==> config.mk <==
export PLATFORM = sky130hd
export DESIGN_NAME = sha2_core_flat
export DESIGN_NICKNAME = d
export VERILOG_FILES = /design/src/rtl/sha_const.sv /design/src/rtl/sha2_core_if.sv /design/src/rtl/sha2_sched.sv /design/src/rtl/sha2_core.sv /design/src/flat_wrapper.sv
export SDC_FILE = /design/constraint.sdc
export NUM_CORES = 2
export LEC_CHECK = 0
export BUFFER_PORTS_ARGS = -buffer_cell sky130_fd_sc_hd__buf_2
export CAP_MARGIN = 25
export CORE_AREA = 5 5 410 412
export CTS_CLUSTER_DIAMETER = 150
export CTS_CLUSTER_SIZE = 30
export DETAILED_ROUTE_END_ITERATION = 10
export DIE_AREA = 0 0 415 417
export PLACE_DENSITY = 0.69
export SYNTH_ARGS = -nofsm -noshare
export SYNTH_HDL_FRONTEND = slang
export SYNTH_SLANG_ARGS = --single-unit
==> constraint.sdc <==
create_clock -name clk -period 10.91 [get_ports clk]
set_input_delay 2.182 -clock clk [delete_from_list [all_inputs] [get_ports clk]]
set_output_delay 2.182 -clock clk [all_outputs]
set_load 0.005 [all_outputs]
==> src/rtl/sha_const.sv <==
// SHA-2 shared constants: round constants, IV tables, FSM encoding and
// the bit-mixing functions used by both SHA-2 word widths (32/64).
package sha_const;

    typedef enum logic [1:0] {
        ST_IDLE  = 2'd0,
        ST_ROUND = 2'd1,
        ST_FINAL = 2'd2
    } state_t;

    localparam logic [31:0] K256 [0:63] = '{
        32'h428a2f98, 32'h71374491, 32'hb5c0fbcf, 32'he9b5dba5,
        32'h3956c25b, 32'h59f111f1, 32'h923f82a4, 32'hab1c5ed5,
        32'hd807aa98, 32'h12835b01, 32'h243185be, 32'h550c7dc3,
        32'h72be5d74, 32'h80deb1fe, 32'h9bdc06a7, 32'hc19bf174,
        32'he49b69c1, 32'hefbe4786, 32'h0fc19dc6, 32'h240ca1cc,
        32'h2de92c6f, 32'h4a7484aa, 32'h5cb0a9dc, 32'h76f988da,
        32'h983e5152, 32'ha831c66d, 32'hb00327c8, 32'hbf597fc7,
        32'hc6e00bf3, 32'hd5a79147, 32'h06ca6351, 32'h14292967,
        32'h27b70a85, 32'h2e1b2138, 32'h4d2c6dfc, 32'h53380d13,
        32'h650a7354, 32'h766a0abb, 32'h81c2c92e, 32'h92722c85,
        32'ha2bfe8a1, 32'ha81a664b, 32'hc24b8b70, 32'hc76c51a3,
        32'hd192e819, 32'hd6990624, 32'hf40e3585, 32'h106aa070,
        32'h19a4c116, 32'h1e376c08, 32'h2748774c, 32'h34b0bcb5,
        32'h391c0cb3, 32'h4ed8aa4a, 32'h5b9cca4f, 32'h682e6ff3,
        32'h748f82ee, 32'h78a5636f, 32'h84c87814, 32'h8cc70208,
        32'h90befffa, 32'ha4506ceb, 32'hbef9a3f7, 32'hc67178f2
    };

    localparam logic [63:0] K512 [0:79] = '{
        64'h428a2f98d728ae22, 64'h7137449123ef65cd,
        64'hb5c0fbcfec4d3b2f, 64'he9b5dba58189dbbc,
        64'h3956c25bf348b538, 64'h59f111f1b605d019,
        64'h923f82a4af194f9b, 64'hab1c5ed5da6d8118,
        64'hd807aa98a3030242, 64'h12835b0145706fbe,
        64'h243185be4ee4b28c, 64'h550c7dc3d5ffb4e2,
        64'h72be5d74f27b896f, 64'h80deb1fe3b1696b1,
        64'h9bdc06a725c71235, 64'hc19bf174cf692694,
        64'he49b69c19ef14ad2, 64'hefbe4786384f25e3,
        64'h0fc19dc68b8cd5b5, 64'h240ca1cc77ac9c65,
        64'h2de92c6f592b0275, 64'h4a7484aa6ea6e483,
        64'h5cb0a9dcbd41fbd4, 64'h76f988da831153b5,
        64'h983e5152ee66dfab, 64'ha831c66d2db43210,
        64'hb00327c898fb213f, 64'hbf597fc7beef0ee4,
        64'hc6e00bf33da88fc2, 64'hd5a79147930aa725,
        64'h06ca6351e003826f, 64'h142929670a0e6e70,
        64'h27b70a8546d22ffc, 64'h2e1b21385c26c926,
        64'h4d2c6dfc5ac42aed, 64'h53380d139d95b3df,
        64'h650a73548baf63de, 64'h766a0abb3c77b2a8,
        64'h81c2c92e47edaee6, 64'h92722c851482353b,
        64'ha2bfe8a14cf10364, 64'ha81a664bbc423001,
        64'hc24b8b70d0f89791, 64'hc76c51a30654be30,
        64'hd192e819d6ef5218, 64'hd69906245565a910,
        64'hf40e35855771202a, 64'h106aa07032bbd1b8,
        64'h19a4c116b8d2d0c8, 64'h1e376c085141ab53,
        64'h2748774cdf8eeb99, 64'h34b0bcb5e19b48a8,
        64'h391c0cb3c5c95a63, 64'h4ed8aa4ae3418acb,
        64'h5b9cca4f7763e373, 64'h682e6ff3d6b2b8a3,
        64'h748f82ee5defb2fc, 64'h78a5636f43172f60,
        64'h84c87814a1f0ab72, 64'h8cc702081a6439ec,
        64'h90befffa23631e28, 64'ha4506cebde82bde9,
        64'hbef9a3f7b2c67915, 64'hc67178f2e372532b,
        64'hca273eceea26619c, 64'hd186b8c721c0c207,
        64'heada7dd6cde0eb1e, 64'hf57d4f7fee6ed178,
        64'h06f067aa72176fba, 64'h0a637dc5a2c898a6,
        64'h113f9804bef90dae, 64'h1b710b35131c471b,
        64'h28db77f523047d84, 64'h32caab7b40c72493,
        64'h3c9ebe0a15c9bebc, 64'h431d67c49c100d4c,
        64'h4cc5d4becb3e42b6, 64'h597f299cfc657e2a,
        64'h5fcb6fab3ad6faec, 64'h6c44198c4a475817
    };

    // IVs packed {H0..H7}, H0 in the MSBs
    localparam logic [255:0] IV224 = {
        32'hc1059ed8, 32'h367cd507, 32'h3070dd17, 32'hf70e5939,
        32'hffc00b31, 32'h68581511, 32'h64f98fa7, 32'hbefa4fa4
    };
    localparam logic [255:0] IV256 = {
        32'h6a09e667, 32'hbb67ae85, 32'h3c6ef372, 32'ha54ff53a,
        32'h510e527f, 32'h9b05688c, 32'h1f83d9ab, 32'h5be0cd19
    };
    localparam logic [511:0] IV384 = {
        64'hcbbb9d5dc1059ed8, 64'h629a292a367cd507,
        64'h9159015a3070dd17, 64'h152fecd8f70e5939,
        64'h67332667ffc00b31, 64'h8eb44a8768581511,
        64'hdb0c2e0d64f98fa7, 64'h47b5481dbefa4fa4
    };
    localparam logic [511:0] IV512 = {
        64'h6a09e667f3bcc908, 64'hbb67ae8584caa73b,
        64'h3c6ef372fe94f82b, 64'ha54ff53a5f1d36f1,
        64'h510e527fade682d1, 64'h9b05688c2b3e6c1f,
        64'h1f83d9abfb41bd6b, 64'h5be0cd19137e2179
    };
    localparam logic [511:0] IV512_224 = {
        64'h8c3d37c819544da2, 64'h73e1996689dcd4d6,
        64'h1dfab7ae32ff9c82, 64'h679dd514582f9fcf,
        64'h0f6d2b697bd44da8, 64'h77e36f7304c48942,
        64'h3f9d85a86a1d36c8, 64'h1112e6ad91d692a1
    };
    localparam logic [511:0] IV512_256 = {
        64'h22312194fc2bf72c, 64'h9f555fa3c84c64c2,
        64'h2393b86b6f53b151, 64'h963877195940eabd,
        64'h96283ee2a88effe3, 64'hbe5e1e2553863992,
        64'h2b0199fc2c85b8aa, 64'h0eb72ddc81c52ca2
    };

    // Words travel zero-extended in 64 bits; w selects the active width.
    function automatic logic [63:0] wmask(input int w);
        return (w == 64) ? {64{1'b1}} : 64'h0000_0000_ffff_ffff;
    endfunction

    function automatic logic [63:0] ROTR(
        input logic [63:0] x, input int n, input int w);
        logic [63:0] m;
        m = wmask(w);
        return (((x & m) >> n) | ((x & m) << (w - n))) & m;
    endfunction

    function automatic logic [63:0] SHR(
        input logic [63:0] x, input int n, input int w);
        return (x & wmask(w)) >> n;
    endfunction

    function automatic logic [63:0] CH(
        input logic [63:0] x, input logic [63:0] y, input logic [63:0] z);
        return (x & y) ^ (~x & z);
    endfunction

    function automatic logic [63:0] MAJ(
        input logic [63:0] x, input logic [63:0] y, input logic [63:0] z);
        return (x & y) ^ (x & z) ^ (y & z);
    endfunction

    // sel=0: Sigma0, sel=1: Sigma1
    function automatic logic [63:0] BIGSIGMA(
        input logic [63:0] x, input logic sel, input int w);
        if (w == 32)
            return sel ? ROTR(x, 6, w) ^ ROTR(x, 11, w) ^ ROTR(x, 25, w)
                       : ROTR(x, 2, w) ^ ROTR(x, 13, w) ^ ROTR(x, 22, w);
        return sel ? ROTR(x, 14, w) ^ ROTR(x, 18, w) ^ ROTR(x, 41, w)
                   : ROTR(x, 28, w) ^ ROTR(x, 34, w) ^ ROTR(x, 39, w);
    endfunction

    // sel=0: sigma0, sel=1: sigma1
    function automatic logic [63:0] SMALLSIGMA(
        input logic [63:0] x, input logic sel, input int w);
        if (w == 32)
            return sel ? ROTR(x, 17, w) ^ ROTR(x, 19, w) ^ SHR(x, 10, w)
                       : ROTR(x, 7, w) ^ ROTR(x, 18, w) ^ SHR(x, 3, w);
        return sel ? ROTR(x, 19, w) ^ ROTR(x, 61, w) ^ SHR(x, 6, w)
                   : ROTR(x, 1, w) ^ ROTR(x, 8, w) ^ SHR(x, 7, w);
    endfunction

    function automatic logic [63:0] k_word(input logic [6:0] t, input int w);
        if (w == 32)
            return {32'h0, K256[t[5:0]]};
        return K512[t];
    endfunction

    // WIDTH=32 returns the IV in the low 256 bits.
    function automatic logic [511:0] iv_sel(input logic [1:0] op, input int w);
        if (w == 32)
            return (op == 2'd0) ? {256'h0, IV224} : {256'h0, IV256};
        case (op)
            2'd0:    return IV384;
            2'd1:    return IV512;
            2'd2:    return IV512_224;
            default: return IV512_256;
        endcase
    endfunction

endpackage

==> src/rtl/sha2_core_if.sv <==
// Block-feeding bus between the padding front end (master) and sha2_core
// (slave): Data/Index/Operation/Enable in, Hash/Ready/Busy out.
interface sha2_core_if #(
    parameter int WIDTH = 32
);
    logic [16*WIDTH-1:0] Data;
    logic [63:0]         Index;
    logic [1:0]          Operation;
    logic                Enable;
    logic [8*WIDTH-1:0]  Hash;
    logic                Ready;
    logic                Busy;

    modport master (
        output Data, Index, Operation, Enable,
        input  Hash, Ready, Busy
    );

    modport slave (
        input  Data, Index, Operation, Enable,
        output Hash, Ready, Busy
    );
endinterface

==> src/rtl/sha2_sched.sv <==
// Rolling 16-word message schedule window. Ports: clk, rst (async low),
// load (capture data), shift (advance one word), data, w_t = window[0].
module sha2_sched
    import sha_const::*;
#(
    parameter int WIDTH = 32
) (
    input  logic                clk,
    input  logic                rst,
    input  logic                load,
    input  logic                shift,
    input  logic [16*WIDTH-1:0] data,
    output logic [WIDTH-1:0]    w_t
);
    logic [WIDTH-1:0] w [0:15];
    logic [WIDTH-1:0] w_new;
    logic [WIDTH-1:0] s0;
    logic [WIDTH-1:0] s1;

    always_comb begin
        s0    = WIDTH'(SMALLSIGMA(64'(w[1]), 1'b0, WIDTH));
        s1    = WIDTH'(SMALLSIGMA(64'(w[14]), 1'b1, WIDTH));
        w_new = s1 + w[9] + s0 + w[0];
    end

    assign w_t = w[0];

    always_ff @(posedge clk or negedge rst) begin
        if (!rst) begin
            for (int i = 0; i < 16; i++)
                w[i] <= '0;
        end else if (load) begin
            for (int i = 0; i < 16; i++)
                w[i] <= data[i*WIDTH +: WIDTH];
        end else if (shift) begin
            for (int i = 0; i < 15; i++)
                w[i] <= w[i+1];
            w[15] <= w_new;
        end
    end
endmodule

==> src/rtl/sha2_core.sv <==
// SHA-2 compression engine, one round per clock, WIDTH 32 or 64.
// Ports: clk, rst (async low), bus (slave: Data/Index/Operation/Enable in,
// Hash/Ready/Busy out, all outputs registered).
module sha2_core
    import sha_const::*;
#(
    parameter int WIDTH = 32
) (
    input  logic        clk,
    input  logic        rst,
    sha2_core_if.slave  bus
);
    localparam int         R      = (WIDTH == 64) ? 80 : 64;
    localparam logic [6:0] T_LAST = 7'(R - 1);

    if (WIDTH != 32 && WIDTH != 64) begin : g_bad_width
        $error("sha2_core: WIDTH must be 32 or 64");
    end

    typedef logic [WIDTH-1:0] word_t;

    state_t              state;
    logic [6:0]          t;
    word_t               v  [0:7];
    word_t               hb [0:7];
    logic [8*WIDTH-1:0]  hash_q;
    logic                ready_q;
    logic                busy_q;

    logic                sched_load;
    logic                sched_shift;
    word_t               w_t;
    word_t               k_t;
    word_t               s0;
    word_t               s1;
    word_t               chv;
    word_t               mjv;
    word_t               t1;
    word_t               t2;
    logic [8*WIDTH-1:0]  iv_vec;
    logic                from_iv;

    assign bus.Hash  = hash_q;
    assign bus.Ready = ready_q;
    assign bus.Busy  = busy_q;

    assign sched_load  = (state == ST_IDLE) && bus.Enable;
    assign sched_shift = (state == ST_ROUND);

    sha2_sched #(.WIDTH(WIDTH)) u_sched (
        .clk   (clk),
        .rst   (rst),
        .load  (sched_load),
        .shift (sched_shift),
        .data  (bus.Data),
        .w_t   (w_t)
    );

    always_comb begin
        iv_vec  = (8*WIDTH)'(iv_sel(bus.Operation, WIDTH));
        from_iv = (bus.Index == 64'd1);
        k_t     = word_t'(k_word(t, WIDTH));
        s0      = word_t'(BIGSIGMA(64'(v[0]), 1'b0, WIDTH));
        s1      = word_t'(BIGSIGMA(64'(v[4]), 1'b1, WIDTH));
        chv     = word_t'(CH(64'(v[4]), 64'(v[5]), 64'(v[6])));
        mjv     = word_t'(MAJ(64'(v[0]), 64'(v[1]), 64'(v[2])));
        t1      = v[7] + s1 + chv + k_t + w_t;
        t2      = s0 + mjv;
    end

    always_ff @(posedge clk or negedge rst) begin
        if (!rst) begin
            state   <= ST_IDLE;
            t       <= '0;
            hash_q  <= '0;
            ready_q <= 1'b0;
            busy_q  <= 1'b0;
            for (int i = 0; i < 8; i++) begin
                v[i]  <= '0;
                hb[i] <= '0;
            end
        end else begin
            ready_q <= 1'b0;
            unique case (state)
                ST_IDLE: begin
                    if (bus.Enable) begin
                        // base H is latched so Operation may change mid-block
                        for (int i = 0; i < 8; i++) begin
                            v[i]  <= from_iv ? iv_vec[(7-i)*WIDTH +: WIDTH]
                                             : hash_q[(7-i)*WIDTH +: WIDTH];
                            hb[i] <= from_iv ? iv_vec[(7-i)*WIDTH +: WIDTH]
                                             : hash_q[(7-i)*WIDTH +: WIDTH];
                        end
                        t      <= '0;
                        busy_q <= 1'b1;
                        state  <= ST_ROUND;
                    end
                end
                ST_ROUND: begin
                    v[0] <= t1 + t2;
                    v[1] <= v[0];
                    v[2] <= v[1];
                    v[3] <= v[2];
                    v[4] <= v[3] + t1;
                    v[5] <= v[4];
                    v[6] <= v[5];
                    v[7] <= v[6];
                    t    <= t + 7'd1;
                    if (t == T_LAST)
                        state <= ST_FINAL;
                end
                ST_FINAL: begin
                    for (int i = 0; i < 8; i++)
                        hash_q[(7-i)*WIDTH +: WIDTH] <= v[i] + hb[i];
                    ready_q <= 1'b1;
                    busy_q  <= 1'b0;
                    state   <= ST_IDLE;
                end
                default: state <= ST_IDLE;
            endcase
        end
    end
endmodule

==> src/flat_wrapper.sv <==
// flat-port wrapper written by rule: the top's interface ports become plain ports
module sha2_core_flat import sha_const::*;
#(
    parameter int WIDTH = 32
)
  (clk, rst, bus_Data, bus_Index, bus_Operation, bus_Enable, bus_Hash, bus_Ready, bus_Busy);
  sha2_core_if #(.WIDTH(WIDTH)) bus_i ();
  input  logic clk;
  input  logic rst;
  input wire logic [$bits(bus_i.Data)-1:0] bus_Data;
  input wire logic [$bits(bus_i.Index)-1:0] bus_Index;
  input wire logic [$bits(bus_i.Operation)-1:0] bus_Operation;
  input wire logic [$bits(bus_i.Enable)-1:0] bus_Enable;
  output wire logic [$bits(bus_i.Hash)-1:0] bus_Hash;
  output wire logic [$bits(bus_i.Ready)-1:0] bus_Ready;
  output wire logic [$bits(bus_i.Busy)-1:0] bus_Busy;
  assign bus_i.Data = bus_Data;
  assign bus_i.Index = bus_Index;
  assign bus_i.Operation = bus_Operation;
  assign bus_i.Enable = bus_Enable;
  assign bus_Hash = bus_i.Hash;
  assign bus_Ready = bus_i.Ready;
  assign bus_Busy = bus_i.Busy;
  sha2_core #(.WIDTH(WIDTH)) u_core (.clk(clk), .rst(rst), .bus(bus_i));
endmodule
==> impl_metrics.prom <==
# TYPE chip_impl_metric gauge
chip_impl_info{name="run_status",value="completed"} 1
chip_impl_info{name="ctsRootBufferMaster",value="clkbuf_16"} 1
chip_impl_metric{name="reg2regPathDepth",unit=""} 33
chip_impl_info{name="top_family_by_delay_on_critical_path",value="adder cells"} 1
chip_impl_metric{name="detailed_place_hpwl",unit="microns"} 253000
chip_impl_info{name="timing.critical_path.to",value="u_core.v[253]"} 1
chip_impl_metric{name="core_region_area",unit="sq mm"} 0.164
chip_impl_metric{name="htree_levels",unit=""} 2
chip_impl_metric{name="fin_nets",unit=""} 10600
chip_impl_metric{name="synth-edff-count",unit=""} 0
chip_impl_metric{name="setup_viol",unit=""} 0
chip_impl_metric{name="filler_cell_count",unit=""} 15400
chip_impl_info{name="critical_path.reg2reg.startpoint",value="u_core.t[0]"} 1
chip_impl_metric{name="layout_min_cycle_time",unit="ps"} 8860
chip_impl_metric{name="layout_cell_share_with_drive_strength_beyond_1",unit="%"} 11.6
chip_impl_info{name="setup.worst_path.start",value="u_core.t[0]"} 1
chip_impl_info{name="synth_area_leaders",value="dfrtp_1, o22ai_1, ha_1"} 1
chip_impl_metric{name="post_drt_via_cell_ratio",unit=""} 6.46
chip_impl_metric{name="postRouteWirelength",unit="microns"} 338000
chip_impl_metric{name="cts-buffers-inserted",unit=""} 50
chip_impl_metric{name="width_of_the_chip",unit="microns"} 415
chip_impl_metric{name="min_period_over_period",unit="%"} 81.2
chip_impl_metric{name="pin_count_of_the_biggest_net_entering_global_routing",unit=""} 204
chip_impl_metric{name="post-synth-top-area-fraction",unit="%"} 39.7
chip_impl_metric{name="synth_sequential_area_ratio",unit="%"} 39.7
chip_impl_metric{name="mappedNetlistNets",unit=""} 10300
chip_impl_metric{name="critPathBufInv",unit=""} 7
chip_impl_metric{name="dr_total_vias",unit=""} 75400
chip_impl_metric{name="cts_buffer_depth",unit=""} 3
chip_impl_metric{name="global_route.usage.total",unit="%"} 37.5
chip_impl_metric{name="postCtsSetupRepairBufs",unit=""} 0
chip_impl_metric{name="initial_detailed_routing_violation_count",unit=""} 8659
chip_impl_metric{name="grt_first_pass_wirelength",unit="microns"} 491000
chip_impl_metric{name="timing.critical_path.slowest_cell_delay",unit="ps"} 680
chip_impl_metric{name="dieHeight",unit="microns"} 417
chip_impl_metric{name="clock_latency_on_the_worst_skew_pair",unit="ps"} 730
chip_impl_metric{name="number_of_instances_in_the_placed_design",unit=""} 11600
chip_impl_metric{name="cp_num_cells",unit=""} 33
chip_impl_info{name="crit_top_cell",value="inv_1"} 1
chip_impl_metric{name="cap_viol_max_count",unit=""} 0
chip_impl_metric{name="avgSynthCellArea",unit="sq um"} 8.94
chip_impl_metric{name="worstMarginPinSlew",unit="ps"} 1280
chip_impl_info{name="cts_tree",value="yes"} 1
chip_impl_metric{name="first_global_vias",unit=""} 72100
chip_impl_metric{name="core.rowCount",unit=""} 149
chip_impl_info{name="synth_most_common_cell",value="dfrtp_1"} 1
chip_impl_metric{name="timing.final.max_slew_violations",unit=""} 0
chip_impl_metric{name="arrival",unit="ps"} 9400
chip_impl_info{name="setup_repair_after_global_routing_missed_its_margin",value="false"} 1
chip_impl_metric{name="cts.sinks",unit=""} 1291
chip_impl_info{name="synth_ff_type",value="dfrtp_1"} 1
chip_impl_metric{name="place.gp.congestion",unit=""} 0.969
chip_impl_info{name="criticalPathCategory",value="reg2reg"} 1
chip_impl_metric{name="achievable-frequency",unit="MHz"} 113
chip_impl_metric{name="post_cts_resize_count",unit=""} 0
chip_impl_metric{name="r2r_slack",unit="ps"} 2050
chip_impl_metric{name="cells_after_synthesis",unit=""} 9109
chip_impl_metric{name="synth.lib_cells_used.distinct",unit=""} 98
chip_impl_metric{name="synthesis.yosys.warnings",unit=""} 0
chip_impl_metric{name="utilization",unit="%"} 53.9
chip_impl_info{name="slowest_stage",value="ha_1"} 1
chip_impl_metric{name="routedWlPerCell",unit="microns"} 29.0
chip_impl_metric{name="clk_pin_slew",unit="ps"} 120
chip_impl_metric{name="start_util",unit="%"} 49.6
chip_impl_info{name="synthTopCellsByCount",value="dfrtp_1, o22ai_1, a21oi_1"} 1
chip_impl_metric{name="crit_fanout",unit=""} 13
chip_impl_metric{name="cts_hold_buf",unit=""} 0
chip_impl_metric{name="ant_nets",unit=""} 0
chip_impl_info{name="rr_endpoint",value="u_core.v[253]"} 1
chip_impl_metric{name="clock-skew-final",unit="ps"} 67.0
chip_impl_metric{name="area.sequential",unit="sq mm"} 0.0323
chip_impl_info{name="startpoint_type",value="register"} 1
chip_impl_metric{name="design.die.area",unit="sq mm"} 0.173
chip_impl_metric{name="relSlewSlack",unit="%"} 14.4
chip_impl_metric{name="place.port_buffers",unit=""} 838
chip_impl_metric{name="grt_antenna_before_repair",unit=""} 73
chip_impl_metric{name="hold_ws",unit="ps"} 487
chip_impl_info{name="worst_setup_path_end_kind",value="register"} 1
chip_impl_metric{name="multi_input_comb_area",unit="sq mm"} 0.0445
chip_impl_metric{name="final_cells",unit=""} 11700
chip_impl_info{name="hp-class",value="reg2reg"} 1
chip_impl_metric{name="ys_async_sr_fraction",unit="%"} 100
chip_impl_metric{name="drtPass1Iterations",unit=""} 8
chip_impl_metric{name="num_io_pins",unit=""} 839
chip_impl_metric{name="synth.ff_latch_count",unit=""} 1291
chip_impl_info{name="synth.largest_area_cell",value="dfrtp_1"} 1
chip_impl_metric{name="final-hold-violation-count",unit=""} 0
chip_impl_metric{name="final.setup.tns",unit="ps"} 0
chip_impl_metric{name="grt.overflow.total",unit=""} 0
chip_impl_info{name="hold_path.startpoint",value="u_core.bus.Busy"} 1
chip_impl_metric{name="layout-area-overhead-vs-synth",unit="%"} 8.71
chip_impl_metric{name="post-route-drc-count",unit=""} 0
chip_impl_metric{name="synth.cell_area",unit="sq mm"} 0.0814
chip_impl_metric{name="cp_data_required_time",unit="ps"} 11460
-- per-stage QoR --
| step | setup slack, ps | instance area, sq um |
|---|---|---|
| 2_1_floorplan | 3150 | 81400 |
| 3_3_place_gp | 2310 | 86800 |
| 3_5_place_dp | 2230 | 86800 |
| 4_1_cts | 2180 | 88200 |
| 5_1_grt | 1650 | 88500 |
| 6_report | 2050 | 88500 |
-- metal layers --
layer	routed length [microns]	part of all wire (%)	global-route usage [%]
met1	131000	39	48.0
met2	152000	45	58.7
met3	29500	8.7	7.99
met4	25400	7.5	22.6
met5	440	0.13	0
-- worst reg2reg max path, delay by kind of cell (launching register included) --
| kind | cells | cell delay [ps] |
|---|---|---|
| XOR/XNOR | 1 | 160 |
| AND/OR/NAND/NOR | 6 | 1270 |
| multiplexers | 1 | 550 |
| adder cells (fa/ha/maj) | 6 | 2710 |
| flip-flops | 1 | 400 |
| buffers and inverters | 7 | 920 |
| AO/OA/AOI/OAI | 12 | 2670 |
-- how the worst min path moves through the flow --
stage / slack, ps / to / cells past startpoint
after floorplan: 430 / u_core.state[1] / 1
after global placement: 460 / u_core.bus.Busy / 2
after detailed placement: 460 / u_core.bus.Busy / 2
after CTS: 490 / u_core.bus.Busy / 2
after global routing: 510 / u_core.hb[5] / 1
final: 490 / u_core.bus.Busy / 2
-- final cells by class --
type	count	share of cell area, %
repair buffers	954	6.06
multi-input cells	6581	50.3
well taps	2189	3.09
diodes	44	0.124
clock buffers	52	1.45
flip-flops and latches	1291	36.5
inverters	549	2.35
clock inverters	5	0.0933
-- cells by family after synthesis --
| logic type | Yosys count | synth area share [%] |
|---|---|---|
| multiplexers | 56 | 0.825 |
| flip-flops | 1291 | 39.7 |
| AO/OA/AOI/OAI | 3594 | 27.4 |
| buffers and inverters | 1237 | 5.72 |
| XOR/XNOR | 567 | 6.11 |
| AND/OR/NAND/NOR | 1773 | 9.42 |
| adder cells (fa/ha/maj) | 591 | 10.9 |
-- flip-flops by register name, summed over array words and instances (netlist names) --
register	flops
u_core.bus.Busy	1
u_core.bus.Hash	256
u_core.bus.Ready	1
u_core.hb	256
u_core.state	2
u_core.t	7
u_core.u_sched.w	480
u_core.u_sched.w_t	32
u_core.v	256
-- layout by cell type (no fill, tap or decap), types with 51 or more instances in the layout --
cell type / instances
a211oi_1: 76
a21o_1: 232
a21oi_1: 921
a221o_1: 54
a22o_1: 58
a22oi_1: 69
a31oi_1: 52
buf_2: 836
buf_4: 96
clkbuf_16: 51
dfrtp_1: 1287
fa_1: 195
ha_1: 393
inv_1: 544
nand2_1: 855
nand2b_1: 59
nand3_1: 85
nor2_1: 457
nor3_1: 82
o21ai_0: 608
o21ai_1: 102
o21bai_1: 57
o22ai_1: 997
xnor2_1: 319
xor2_1: 247
Power is left out: the tool's default activity adds up to more than one toggle a clock period on the data nets, which glitch-free logic cannot reach.
